### src/rtl/uart_pkg.sv
// Shared definitions for the FIFO-buffered UART peripheral.
// Build option: define UART_PARITY_EN to include parity generation/checking.
package uart_pkg;

  // Register word indices
  localparam logic [5:0] REG_DATA   = 6'd0;
  localparam logic [5:0] REG_STATUS = 6'd1;
  localparam logic [5:0] REG_CTRL   = 6'd2;
  localparam logic [5:0] REG_BRR    = 6'd3;
  localparam logic [5:0] REG_IE     = 6'd4;
  localparam logic [5:0] REG_LEVEL  = 6'd5;

  // CTRL[3:2] parity modes (0x = none)
  localparam logic [1:0] PAR_EVEN = 2'b10;
  localparam logic [1:0] PAR_ODD  = 2'b11;

  // STATUS bit positions
  localparam int unsigned ST_RX_NE    = 0;
  localparam int unsigned ST_RX_FULL  = 1;
  localparam int unsigned ST_TX_EMPTY = 2;
  localparam int unsigned ST_TX_FULL  = 3;
  localparam int unsigned ST_FE       = 4;
  localparam int unsigned ST_PE       = 5;
  localparam int unsigned ST_OVR      = 6;
  localparam int unsigned ST_TX_IDLE  = 7;

  // IE bit positions
  localparam int unsigned IE_RX_NE    = 0;
  localparam int unsigned IE_TX_EMPTY = 1;
  localparam int unsigned IE_ERR      = 2;

  typedef enum logic [2:0] {
    TX_IDLE,
    TX_START,
    TX_DATA,
`ifdef UART_PARITY_EN
    TX_PARITY,
`endif
    TX_STOP1,
    TX_STOP2
  } tx_state_t;

  typedef enum logic [2:0] {
    RX_IDLE,
    RX_START,
    RX_DATA,
`ifdef UART_PARITY_EN
    RX_PARITY,
`endif
    RX_STOP
  } rx_state_t;

  // Parity bit that makes the frame even (odd=0) or odd (odd=1)
  function automatic logic parity_bit(input logic [7:0] d, input logic odd);
    return (^d) ^ odd;
  endfunction

endpackage

### src/rtl/uart_fifo.sv
// Synchronous first-word-fall-through FIFO with occupancy count.
// A pop on a full FIFO frees the slot for a same-cycle push.
module uart_fifo #(
  parameter int unsigned DEPTH = 16,
  parameter int unsigned WIDTH = 8
) (
  input  logic                   clk,
  input  logic                   rst,
  input  logic                   push,
  input  logic [WIDTH-1:0]       wdata,
  input  logic                   pop,
  output logic [WIDTH-1:0]       rdata,
  output logic [$clog2(DEPTH):0] count,
  output logic                   full,
  output logic                   empty
);

  localparam int unsigned AW = $clog2(DEPTH);
  localparam logic [AW:0] FULL_CNT = (AW+1)'(DEPTH);

  logic [WIDTH-1:0] mem [DEPTH];
  logic [AW-1:0]    wptr, rptr;
  logic             do_push, do_pop;

  assign empty   = (count == '0);
  assign full    = (count == FULL_CNT);
  assign do_pop  = pop && !empty;
  assign do_push = push && (!full || do_pop);
  assign rdata   = mem[rptr];

  // Storage array; contents are don't-care after reset
  always_ff @(posedge clk) begin
    if (do_push) mem[wptr] <= wdata;
  end

  // Pointer and occupancy tracking
  always_ff @(posedge clk) begin
    if (rst) begin
      wptr  <= '0;
      rptr  <= '0;
      count <= '0;
    end else begin
      if (do_push) wptr <= wptr + 1'b1;
      if (do_pop)  rptr <= rptr + 1'b1;
      case ({do_push, do_pop})
        2'b10:   count <= count + 1'b1;
        2'b01:   count <= count - 1'b1;
        default: ;
      endcase
    end
  end

endmodule

### src/rtl/uart_fifo_periph.sv
// Memory-mapped UART with TX/RX FIFOs, programmable frame and level irq.
// Build option: UART_PARITY_EN enables CTRL[3:2] parity and STATUS pe.
module uart_fifo_periph
  import uart_pkg::*;
#(
  parameter int unsigned FIFO_DEPTH = 16,
  parameter int unsigned BRR_WIDTH  = 16
) (
  input  logic        clk,
  input  logic        rst,
  output logic [31:0] data_out,
  input  logic [31:0] data_in,
  input  logic [5:0]  addr,
  input  logic        cs,
  input  logic        oe,
  input  logic [3:0]  wstrb,
  input  logic        rxd,
  output logic        txd,
  output logic        irq
);

  localparam int unsigned CW = $clog2(FIFO_DEPTH) + 1;

  // Bus decode
  logic        wr_en, rd_en, st_clr;
  logic [31:0] wmask;
  assign wr_en  = cs && (wstrb != '0) && !rst;
  assign rd_en  = cs && oe && !rst;
  assign st_clr = wr_en && (addr == REG_STATUS) && wstrb[0];
  assign wmask  = {{8{wstrb[3]}}, {8{wstrb[2]}}, {8{wstrb[1]}}, {8{wstrb[0]}}};

  // Programmer-visible registers
  logic [4:0]           ctrl;
  logic [BRR_WIDTH-1:0] brr;
  logic [2:0]           ie;
  logic                 st_fe, st_pe, st_ovr;
  logic                 tx_wr_pend;
  logic [7:0]           tx_wr_byte;
  logic                 tx_en, rx_en;
  assign tx_en = ctrl[0];
  assign rx_en = ctrl[1];

  // FIFO interfaces
  logic          tx_pop, tx_full, tx_empty;
  logic [7:0]    tx_rdata;
  logic [CW-1:0] tx_count;
  logic          rx_push, rx_pop, rx_full, rx_empty, rx_drop;
  logic [9:0]    rx_word, rx_rdata;
  logic [CW-1:0] rx_count;

  assign rx_pop  = rd_en && (addr == REG_DATA) && !rx_empty;
  assign rx_drop = rx_push && rx_full && !rx_pop;

  uart_fifo #(.DEPTH(FIFO_DEPTH), .WIDTH(8)) u_tx_fifo (
    .clk(clk), .rst(rst), .push(tx_wr_pend), .wdata(tx_wr_byte), .pop(tx_pop),
    .rdata(tx_rdata), .count(tx_count), .full(tx_full), .empty(tx_empty)
  );

  uart_fifo #(.DEPTH(FIFO_DEPTH), .WIDTH(10)) u_rx_fifo (
    .clk(clk), .rst(rst), .push(rx_push), .wdata(rx_word), .pop(rx_pop),
    .rdata(rx_rdata), .count(rx_count), .full(rx_full), .empty(rx_empty)
  );

  // Register writes, sticky error flags and DATA write staging
  always_ff @(posedge clk) begin
    if (rst) begin
      ctrl       <= '0;
      brr        <= '0;
      ie         <= '0;
      st_fe      <= 1'b0;
      st_pe      <= 1'b0;
      st_ovr     <= 1'b0;
      tx_wr_pend <= 1'b0;
      tx_wr_byte <= '0;
    end else begin
      tx_wr_pend <= wr_en && (addr == REG_DATA) && wstrb[0];
      tx_wr_byte <= data_in[7:0];
      if (wr_en && (addr == REG_CTRL) && wstrb[0]) begin
        ctrl[0] <= data_in[0];
        ctrl[1] <= data_in[1];
        ctrl[4] <= data_in[4];
`ifdef UART_PARITY_EN
        ctrl[3:2] <= data_in[3:2];
`endif
      end
      if (wr_en && (addr == REG_BRR))
        brr <= (brr & ~wmask[BRR_WIDTH-1:0]) | (data_in[BRR_WIDTH-1:0] & wmask[BRR_WIDTH-1:0]);
      if (wr_en && (addr == REG_IE) && wstrb[0]) ie <= data_in[2:0];
      // A new error in the same cycle as a clear wins
      st_fe  <= (st_fe  && !(st_clr && data_in[ST_FE]))  || (rx_push && rx_word[8]);
      st_pe  <= (st_pe  && !(st_clr && data_in[ST_PE]))  || (rx_push && rx_word[9]);
      st_ovr <= (st_ovr && !(st_clr && data_in[ST_OVR])) || rx_drop;
    end
  end

  // ---------------- Transmitter ----------------
  tx_state_t            tx_st;
  logic [BRR_WIDTH-1:0] tx_cnt, tx_brr;
  logic [2:0]           tx_bit;
  logic [7:0]           tx_byte;
  logic                 tx_two_stop, tx_last, tx_idle;
`ifdef UART_PARITY_EN
  logic                 tx_par_en, tx_par_odd;
`endif

  assign tx_idle = (tx_st == TX_IDLE);
  // Final stop bit expiring: a queued byte starts its frame without an idle gap
  assign tx_last = (tx_cnt == '0) &&
                   ((tx_st == TX_STOP2) || ((tx_st == TX_STOP1) && !tx_two_stop));
  assign tx_pop  = tx_en && !tx_empty && (tx_idle || tx_last);

  // TX frame sequencer; frame format and divisor latched at frame start
  always_ff @(posedge clk) begin
    if (rst) begin
      tx_st       <= TX_IDLE;
      txd         <= 1'b1;
      tx_cnt      <= '0;
      tx_brr      <= '0;
      tx_bit      <= '0;
      tx_byte     <= '0;
      tx_two_stop <= 1'b0;
`ifdef UART_PARITY_EN
      tx_par_en   <= 1'b0;
      tx_par_odd  <= 1'b0;
`endif
    end else if (tx_pop) begin
      tx_st       <= TX_START;
      txd         <= 1'b0;
      tx_byte     <= tx_rdata;
      tx_brr      <= brr;
      tx_cnt      <= brr;
      tx_two_stop <= ctrl[4];
`ifdef UART_PARITY_EN
      tx_par_en   <= ctrl[3];
      tx_par_odd  <= ctrl[2];
`endif
    end else begin
      if (!tx_idle) tx_cnt <= (tx_cnt == '0) ? tx_brr : tx_cnt - 1'b1;
      case (tx_st)
        TX_IDLE: txd <= 1'b1;
        TX_START:
          if (tx_cnt == '0) begin
            tx_st  <= TX_DATA;
            txd    <= tx_byte[0];
            tx_bit <= '0;
          end
        TX_DATA:
          if (tx_cnt == '0) begin
            if (tx_bit == 3'd7) begin
`ifdef UART_PARITY_EN
              if (tx_par_en) begin
                tx_st <= TX_PARITY;
                txd   <= parity_bit(tx_byte, tx_par_odd);
              end else begin
                tx_st <= TX_STOP1;
                txd   <= 1'b1;
              end
`else
              tx_st <= TX_STOP1;
              txd   <= 1'b1;
`endif
            end else begin
              tx_bit <= tx_bit + 3'd1;
              txd    <= tx_byte[tx_bit + 3'd1];
            end
          end
`ifdef UART_PARITY_EN
        TX_PARITY:
          if (tx_cnt == '0) begin
            tx_st <= TX_STOP1;
            txd   <= 1'b1;
          end
`endif
        TX_STOP1:
          if (tx_cnt == '0) tx_st <= tx_two_stop ? TX_STOP2 : TX_IDLE;
        TX_STOP2:
          if (tx_cnt == '0) tx_st <= TX_IDLE;
        default: tx_st <= TX_IDLE;
      endcase
    end
  end

  // ---------------- Receiver ----------------
  rx_state_t            rx_st;
  logic                 rx_s1, rx_s2, rx_s3;
  logic [BRR_WIDTH-1:0] rx_cnt, rx_brr;
  logic [2:0]           rx_bit;
  logic [7:0]           rx_sh;
  logic                 rx_pe;
`ifdef UART_PARITY_EN
  logic                 rx_par_en, rx_par_odd, rx_par_bit;
  assign rx_pe = rx_par_en && (rx_par_bit != parity_bit(rx_sh, rx_par_odd));
`else
  assign rx_pe = 1'b0;
`endif

  // Input synchroniser plus one extra stage for falling-edge detection
  always_ff @(posedge clk) begin
    if (rst) begin
      rx_s1 <= 1'b1;
      rx_s2 <= 1'b1;
      rx_s3 <= 1'b1;
    end else begin
      rx_s1 <= rxd;
      rx_s2 <= rx_s1;
      rx_s3 <= rx_s2;
    end
  end

  // RX frame sequencer with mid-bit sampling and registered FIFO push
  always_ff @(posedge clk) begin
    if (rst) begin
      rx_st   <= RX_IDLE;
      rx_cnt  <= '0;
      rx_brr  <= '0;
      rx_bit  <= '0;
      rx_sh   <= '0;
      rx_push <= 1'b0;
      rx_word <= '0;
`ifdef UART_PARITY_EN
      rx_par_en  <= 1'b0;
      rx_par_odd <= 1'b0;
      rx_par_bit <= 1'b0;
`endif
    end else begin
      rx_push <= 1'b0;
      if (rx_st != RX_IDLE) rx_cnt <= (rx_cnt == '0) ? rx_brr : rx_cnt - 1'b1;
      if (!rx_en) begin
        rx_st <= RX_IDLE;
      end else begin
        case (rx_st)
          RX_IDLE:
            if (rx_s3 && !rx_s2) begin
              rx_st  <= RX_START;
              rx_brr <= brr;
              rx_cnt <= brr >> 1;
`ifdef UART_PARITY_EN
              rx_par_en  <= ctrl[3];
              rx_par_odd <= ctrl[2];
`endif
            end
          RX_START:
            if (rx_cnt == '0) begin
              if (rx_s2) begin
                rx_st <= RX_IDLE;
              end else begin
                rx_st  <= RX_DATA;
                rx_bit <= '0;
              end
            end
          RX_DATA:
            if (rx_cnt == '0) begin
              rx_sh  <= {rx_s2, rx_sh[7:1]};
              rx_bit <= rx_bit + 3'd1;
              if (rx_bit == 3'd7) begin
`ifdef UART_PARITY_EN
                rx_st <= rx_par_en ? RX_PARITY : RX_STOP;
`else
                rx_st <= RX_STOP;
`endif
              end
            end
`ifdef UART_PARITY_EN
          RX_PARITY:
            if (rx_cnt == '0) begin
              rx_par_bit <= rx_s2;
              rx_st      <= RX_STOP;
            end
`endif
          RX_STOP:
            if (rx_cnt == '0) begin
              rx_push <= 1'b1;
              rx_word <= {rx_pe, !rx_s2, rx_sh};
              rx_st   <= RX_IDLE;
            end
          default: rx_st <= RX_IDLE;
        endcase
      end
    end
  end

  // ---------------- Read mux and interrupt ----------------
  logic [7:0] status;
  assign status = {tx_idle, st_ovr, st_pe, st_fe, tx_full, tx_empty, rx_full, !rx_empty};

  assign irq = !rst && |(ie & {st_fe | st_pe | st_ovr, tx_empty && tx_idle, !rx_empty});

  // Combinational read data, zero outside a read access
  always_comb begin
    data_out = '0;
    if (rd_en) begin
      case (addr)
        REG_DATA:   if (!rx_empty) data_out[9:0] = rx_rdata;
        REG_STATUS: data_out[7:0] = status;
        REG_CTRL:   data_out[4:0] = ctrl;
        REG_BRR:    data_out[BRR_WIDTH-1:0] = brr;
        REG_IE:     data_out[2:0] = ie;
        REG_LEVEL: begin
          data_out[CW-1:0]    = rx_count;
          data_out[16 +: CW]  = tx_count;
        end
        default: ;
      endcase
    end
  end

  logic unused_bits;
  assign unused_bits = ^{data_in, wmask};

endmodule

### config.mk
export PLATFORM = sky130hd
export DESIGN_NAME = uart_fifo_periph
export DESIGN_NICKNAME = d
export VERILOG_FILES = /design/src/rtl/uart_pkg.sv /design/src/rtl/uart_fifo.sv /design/src/rtl/uart_fifo_periph.sv
export SDC_FILE = /design/constraint.sdc
export NUM_CORES = 1
export LEC_CHECK = 0
export CORE_AREA = 3 3 234 213
export CTS_BUF_LIST = sky130_fd_sc_hd__clkbuf_8
export CTS_CLUSTER_SIZE = 40
export DETAILED_ROUTE_END_ITERATION = 7
export DIE_AREA = 0 0 237 216
export GPL_ROUTABILITY_DRIVEN = 1
export GPL_TIMING_DRIVEN = 0
export HOLD_SLACK_MARGIN = 0.15
export PLACE_DENSITY = 0.6
export REMOVE_ABC_BUFFERS = 1
export SETUP_SLACK_MARGIN = 0.05
export SYNTH_ARGS = -nofsm -noshare
export SYNTH_HDL_FRONTEND = slang
export SYNTH_SLANG_ARGS = --single-unit
### constraint.sdc
create_clock -name clk -period 3.8 [get_ports clk]
set_input_delay 0.95 -clock clk [delete_from_list [all_inputs] [get_ports clk]]
set_output_delay 0.95 -clock clk [all_outputs]
set_load 0.01 [all_outputs]
; ---- Word-level counts from Yosys, hierarchy flattened
; Memory sizes are Yosys's and may differ from the RTL's. A register that Yosys moved wholly into a read port is not among the register bits.
; Cells that the tools add are included.
[word_totals]
inputBits = 47
mem_count = 2
register_bits = 159
elab_cells = 228
ramBits = 272
[classes]
order_cmp = 1
eq_ne = 38
bitwise_logic = 11
reduce_logical = 79
n_addsub = 12
muxes = 54
[memory_table]
columns = name, depth, width, rd, rd_ports_with_merged_regs, wr, line
row1 = u_rx_fifo.mem, 16, 9, 1, 1, 1, uart_fifo.sv:21  ; logic [WIDTH-1:0] mem [DEPTH];
row2 = u_tx_fifo.mem, 16, 8, 1, 1, 1, uart_fifo.sv:21
[op_table]
columns = op, count
row1 = 16-bit two-way mux, 8
row2 = 3-bit two-way mux, 16
row3 = 1-bit logical AND, 35
row4 = 16-bit AND, 2
row5 = 16-bit zero test, 2
row6 = 16-bit by 1-bit subtractor with 16-bit output (second input constant), 2
row7 = 2-bit inequality test (second input constant), 12
row8 = 21-bit two-way mux, 1
row9 = 5-bit one-hot mux with 2 select lines, 2
row10 = 3-bit one-hot mux with 6 select lines, 1
row11 = 4-bit by 1-bit adder with 4-bit output (second input constant), 4
row12 = 16-bit inverter, 1
row13 = 16-bit OR, 1
row14 = 3-bit by 2-bit inequality test with 1-bit output (second input constant), 5
row15 = 3-bit one-hot mux with 5 select lines, 1
row16 = 5-bit AND reduction, 3
row17 = 3-bit by 2-bit == test with 1-bit output (second input constant), 4
row18 = 6-bit by 2-bit == test with 1-bit output (second input constant), 2
row19 = 6-bit by 3-bit == test with 1-bit output (second input constant), 2
row20 = 3-bit one-hot mux with 2 select lines, 2
row21 = 3-bit one-hot mux with 4 select lines, 1
row22 = 3-bit AND reduction, 4
row23 = 6-bit AND reduction, 2
row24 = 1-bit zero test, 11
row25 = other kinds (34), 71

; ---- Logic depth before layout (Yosys ltp)
[logic_depth]
depth_word = 11
mapped_depth = 15

; ---- Modules after synthesis
; Synthesis repeated with hierarchy kept, for this count alone.
[hier_totals]
hier_cells = 1527
area_unflattened_um2 = 19820.3
[by_module_without_submodules]
columns = module, n_inst, cells_each, area_per_inst_um2
row1 = uart_fifo at u_rx_fifo, 1, 373, 7054.3
row2 = uart_fifo_periph, 1, 829, 6899.1
row3 = uart_fifo at u_tx_fifo, 1, 325, 5866.9

; ---- Worst setup path after synthesis
; OpenSTA, ideal clock, no wires.
[synth_timing]
kind = input to register
start = input addr[3]
end = register u_rx_fifo.count[4]
n_path_buf = 0
stages = 9
path_slack_ps = 219
arrival_ps = 3460
path_cell_list = or4_4 a2111oi_4 nand3_2 inv_2 ha_1 a21o_1 a21oi_1 mux2i_1 mux2_2
[synth_between]
elab_chain_cells = 8
word_cells_on_any_way = 10
cone_classes = 2 x eq/ne / 1 x mux / 7 x reduce/logical
[synth_lines]
columns = item, line
row1 = from (decl), uart_fifo_periph.sv:13  ; input logic [5:0] addr,
row2 = 6-bit zero test *, uart_fifo_periph.sv:51  ; assign rx_pop = rd_en && (addr == REG_DATA) && !rx_empty;
row3 = 1-bit logical AND * (2 in a row), uart_fifo_periph.sv:51
row4 = 1-bit logical AND *, uart_fifo.sv:27  ; assign do_pop = pop && !empty;
row5 = 1-bit logical OR, uart_fifo.sv:28  ; assign do_push = push && (!full || do_pop);
row6 = 1-bit logical AND, uart_fifo.sv:28
row7 = 2-bit by 1-bit == test with 1-bit output or 2-bit == test (tied branches), uart_fifo.sv:45  ; case ({do_push, do_pop})
row8 = 5-bit one-hot mux with 2 select lines or 2-bit nonzero test (tied branches), -
row9 = to (signal assigned), uart_fifo.sv:46  ; 2'b10: count <= count + 1'b1;
row10 = to (signal assigned), uart_fifo.sv:47  ; 2'b01: count <= count - 1'b1;
row11 = to (decl), uart_fifo.sv:13  ; output logic [$clog2(DEPTH):0] count,
; Every way passes the cells marked *; elsewhere a longest branch is shown, timed or not.
; A chain may end at the register's enable or synchronous reset.

; ---- Worst setup path in the final report
[layout_timing]
start = input cs
end = output data_out[12]
[layout_between]
elab_chain_cells = 3
[layout_lines]
columns = item, line
row1 = from (decl), uart_fifo_periph.sv:14  ; input logic cs,
row2 = 1-bit logical AND (2 in a row), uart_fifo_periph.sv:28  ; assign rd_en = cs && oe && !rst;
row3 = 21-bit two-way mux, uart_fifo_periph.sv:291  ; if (rd_en) begin
row4 = to (decl), uart_fifo_periph.sv:11  ; output logic [31:0] data_out,
; Every way passes these cells.

==> results.tsv <==
metric	value	unit
core-area	0.04764	sq mm
synthArstFlopShare	0	%
relSlewSlack	16.42	%
grt_max_degree	82	
route.detailed.drc	0	
clockRootBuffer	clkbuf_8	
holdPathStages	1	
dpl_worst_slack	-1859	ps
cts.sinks	442	
antenna_found_initial	3	
drv_cap	0	
grt.overflow.total	0	
synth_seq_cells	442	
wl	44320	microns
synth_area_per_cell	13.11	sq um
dr.pass1.iters	6	
worstSetupEndpointType	output pin	
synth-seq-area-share	61.14	%
min_period	3677	ps
drt_iter0_drc	1019	
cp_max_fo	12	
grt_pass1_vias	11750	
hp-class	reg -> reg	
whs	449.8	ps
synth_warnings	0	
required	2850	ps
vdd_drop_max	372.0	uV
use_met3	3.846	%
path_clk_slew	60	ps
hold_violations	0	
yosys.area.top_type	edfxtp_1	
num_vias	11960	
final_nets	1586	
syn_to_final_growth	15.62	%
tritoncts	done	
power	9.255	mW
wl_per_cell	20.18	microns
grt_pass1_wl	69410	microns
critPathLaunchType	input pin	
die-area	0.05119	sq mm
arrival	2730	ps
port_buffers	51	
dp_hpwl	28560	microns
cts_made_buffers	72	
synthMostInstantiatedCell	edfxtp_1	
cts_max_level	3	
netlist_top_cells_count	edfxtp_1 (272), dfxtp_1 (170), nand2_1 (146)	
drive_above_1_share	20.67	%
die_w	237	microns
gp_congestion	0.8505	
setup_viol	0	
worst-r2r-cell-count	12	
max_freq	0.2720	GHz
diodes	0	
io_pins	81	
period_share	96.75	%
rows	76	
clk_latency	650	ps
yosysUniqueCellTypes	82	
use_met1	24.87	%
tns	0	ps
power.density	423.0	mW/mm^2
rsz0062_at_grt	yes	
syn-cell-area	0.01892	sq mm
synthTopCellsByArea	edfxtp_1 (43%), dfxtp_1 (18%), mux4_2 (10%), nand2_1 (2.9%), mux2i_1 (2.8%)	
leakagePower	7.615	nW
synth_enable_flop_cells	272	
viasPerCell	5.448	
fillers	4211	
synth_ff_type	edfxtp_1	
worst_slew_pin_slew	1249	ps
grt.busiest_layer	met2	
track_usage	17.38	%
synth_top_area_share	43.16	%
worst-setup-path-type	in -> out	
synth_cells	1444	
start_util	39.72	%
drv_slew	0	
met2_usage	26.66	%
cts_max_path_buffers	3	
worst_slack	123.4	ps
run_status	finished clean	
drtAntennaViolNets	0	
die_y	216	microns
finClkSkew	28.44	ps
final_core_util	45.93	%
[critical path, stage by stage]
cell and delay, ps:
clkdlybuf4s50_1 510, nor2b_4 270, and2_4 280, and3_1 180, clkdlybuf4s50_1 530
[flip-flops by register name (all words and copies together), names as in the netlist, 8 cells and up, named ones only]
name	cells
u_rx_fifo.mem	144
u_tx_fifo.mem	128
rx_brr	16
rx_cnt	16
tx_brr	16
tx_cnt	16
rx_word	9
rx_sh	8
tx_byte	8
tx_wr_byte	8
[where the power goes]
| group | internal [mW] | switching, mW |
|---|---|---|
| clock network | 2.14 | 1.91 |
| registers | 5.06 | 0.0203 |
| logic | 0.0445 | 0.0768 |
[what timing repair did]
item                                    CTS  global route
hold buffers                              0             0
pin swaps                                17             8
cloned                                    3             0
gates resized for setup                 121             5
setup buffers                            24             4
endpoints found under the setup margin  211             9
[cell type report]
| cell class | count | area (sq um) | area share [%] |
|---|---|---|---|
| clock buffers | 82 | 1129 | 5.158 |
| clock inverters | 47 | 294.0 | 1.344 |
| inverters | 27 | 101.3 | 0.4632 |
| multi-input cells | 883 | 7077 | 32.34 |
| flip-flops and latches | 442 | 11580 | 52.92 |
| well taps | 624 | 780.7 | 3.568 |
| repair buffers | 91 | 920.9 | 4.209 |
[cells in the final DEF (no fill, tap or decap), types with 10 or more instances in the layout]
cell	n
nand3_1	33
and3_1	15
nor2_1	125
clkdlybuf4s50_1	29
a311oi_1	19
o211ai_1	17
ha_1	21
o21ai_0	25
mux4_2	86
buf_4	25
mux2_2	21
edfxtp_1	272
a21oi_1	65
inv_1	40
clkinv_1	14
conb_1	11
buf_2	10
nor2b_1	15
clkinv_2	11
nand2_1	142
nor3_1	22
xnor2_1	19
nand4_1	10
mux2i_1	53
dfxtp_1	166
clkbuf_8	82
[metrics by stage]
| step | area [sq um] | std cells |
|---|---|---|
| detailed placement | 20020 | 2036 |
| global route | 21880 | 2196 |
| global placement | 19800 | 2026 |
| floorplan | 18510 | 1351 |
| CTS | 21850 | 2192 |
| finish | 21880 | 2196 |
[cell families (layout without fill, tap and decap cells)]
| logic type | count (synthesis) | after routing | share of synthesized area, % |
|---|---|---|---|
| compound gates | 213 | 213 | 7.597 |
| fa+ha+maj | 22 | 22 | 1.494 |
| buf+inv | 130 | 247 | 2.935 |
| other cells | 1 | 11 | 0.01982 |
| mux | 160 | 160 | 14.29 |
| xor+xnor | 28 | 28 | 1.296 |
| simple gates | 448 | 449 | 11.23 |
| flops | 442 | 442 | 61.14 |
[per-layer routing]
layer  vias to the layer above  part of all wire, %
met1                      5964                   46
met5                         -                0.029
met2                       323                   46
met3                        74                  5.5
met4                         2                  2.2
li1                       5600                    -
[final timing paths]
kind | from | endpoint | slack (ps)
setup / recovery | cs | data_out[12] | 120
hold / removal | rx_s1$_SDFF_PP1_ | rx_s2$_SDFF_PP1_ | 450
setup reg to reg | tx_cnt[0]$_SDFFE_PP0N_ | u_tx_fifo.count[4]$_SDFFE_PP0P_ | 360
hold reg to reg | rx_s1$_SDFF_PP1_ | rx_s2$_SDFF_PP1_ | 450
No activity file was read; power rests on OpenSTA's default activity.
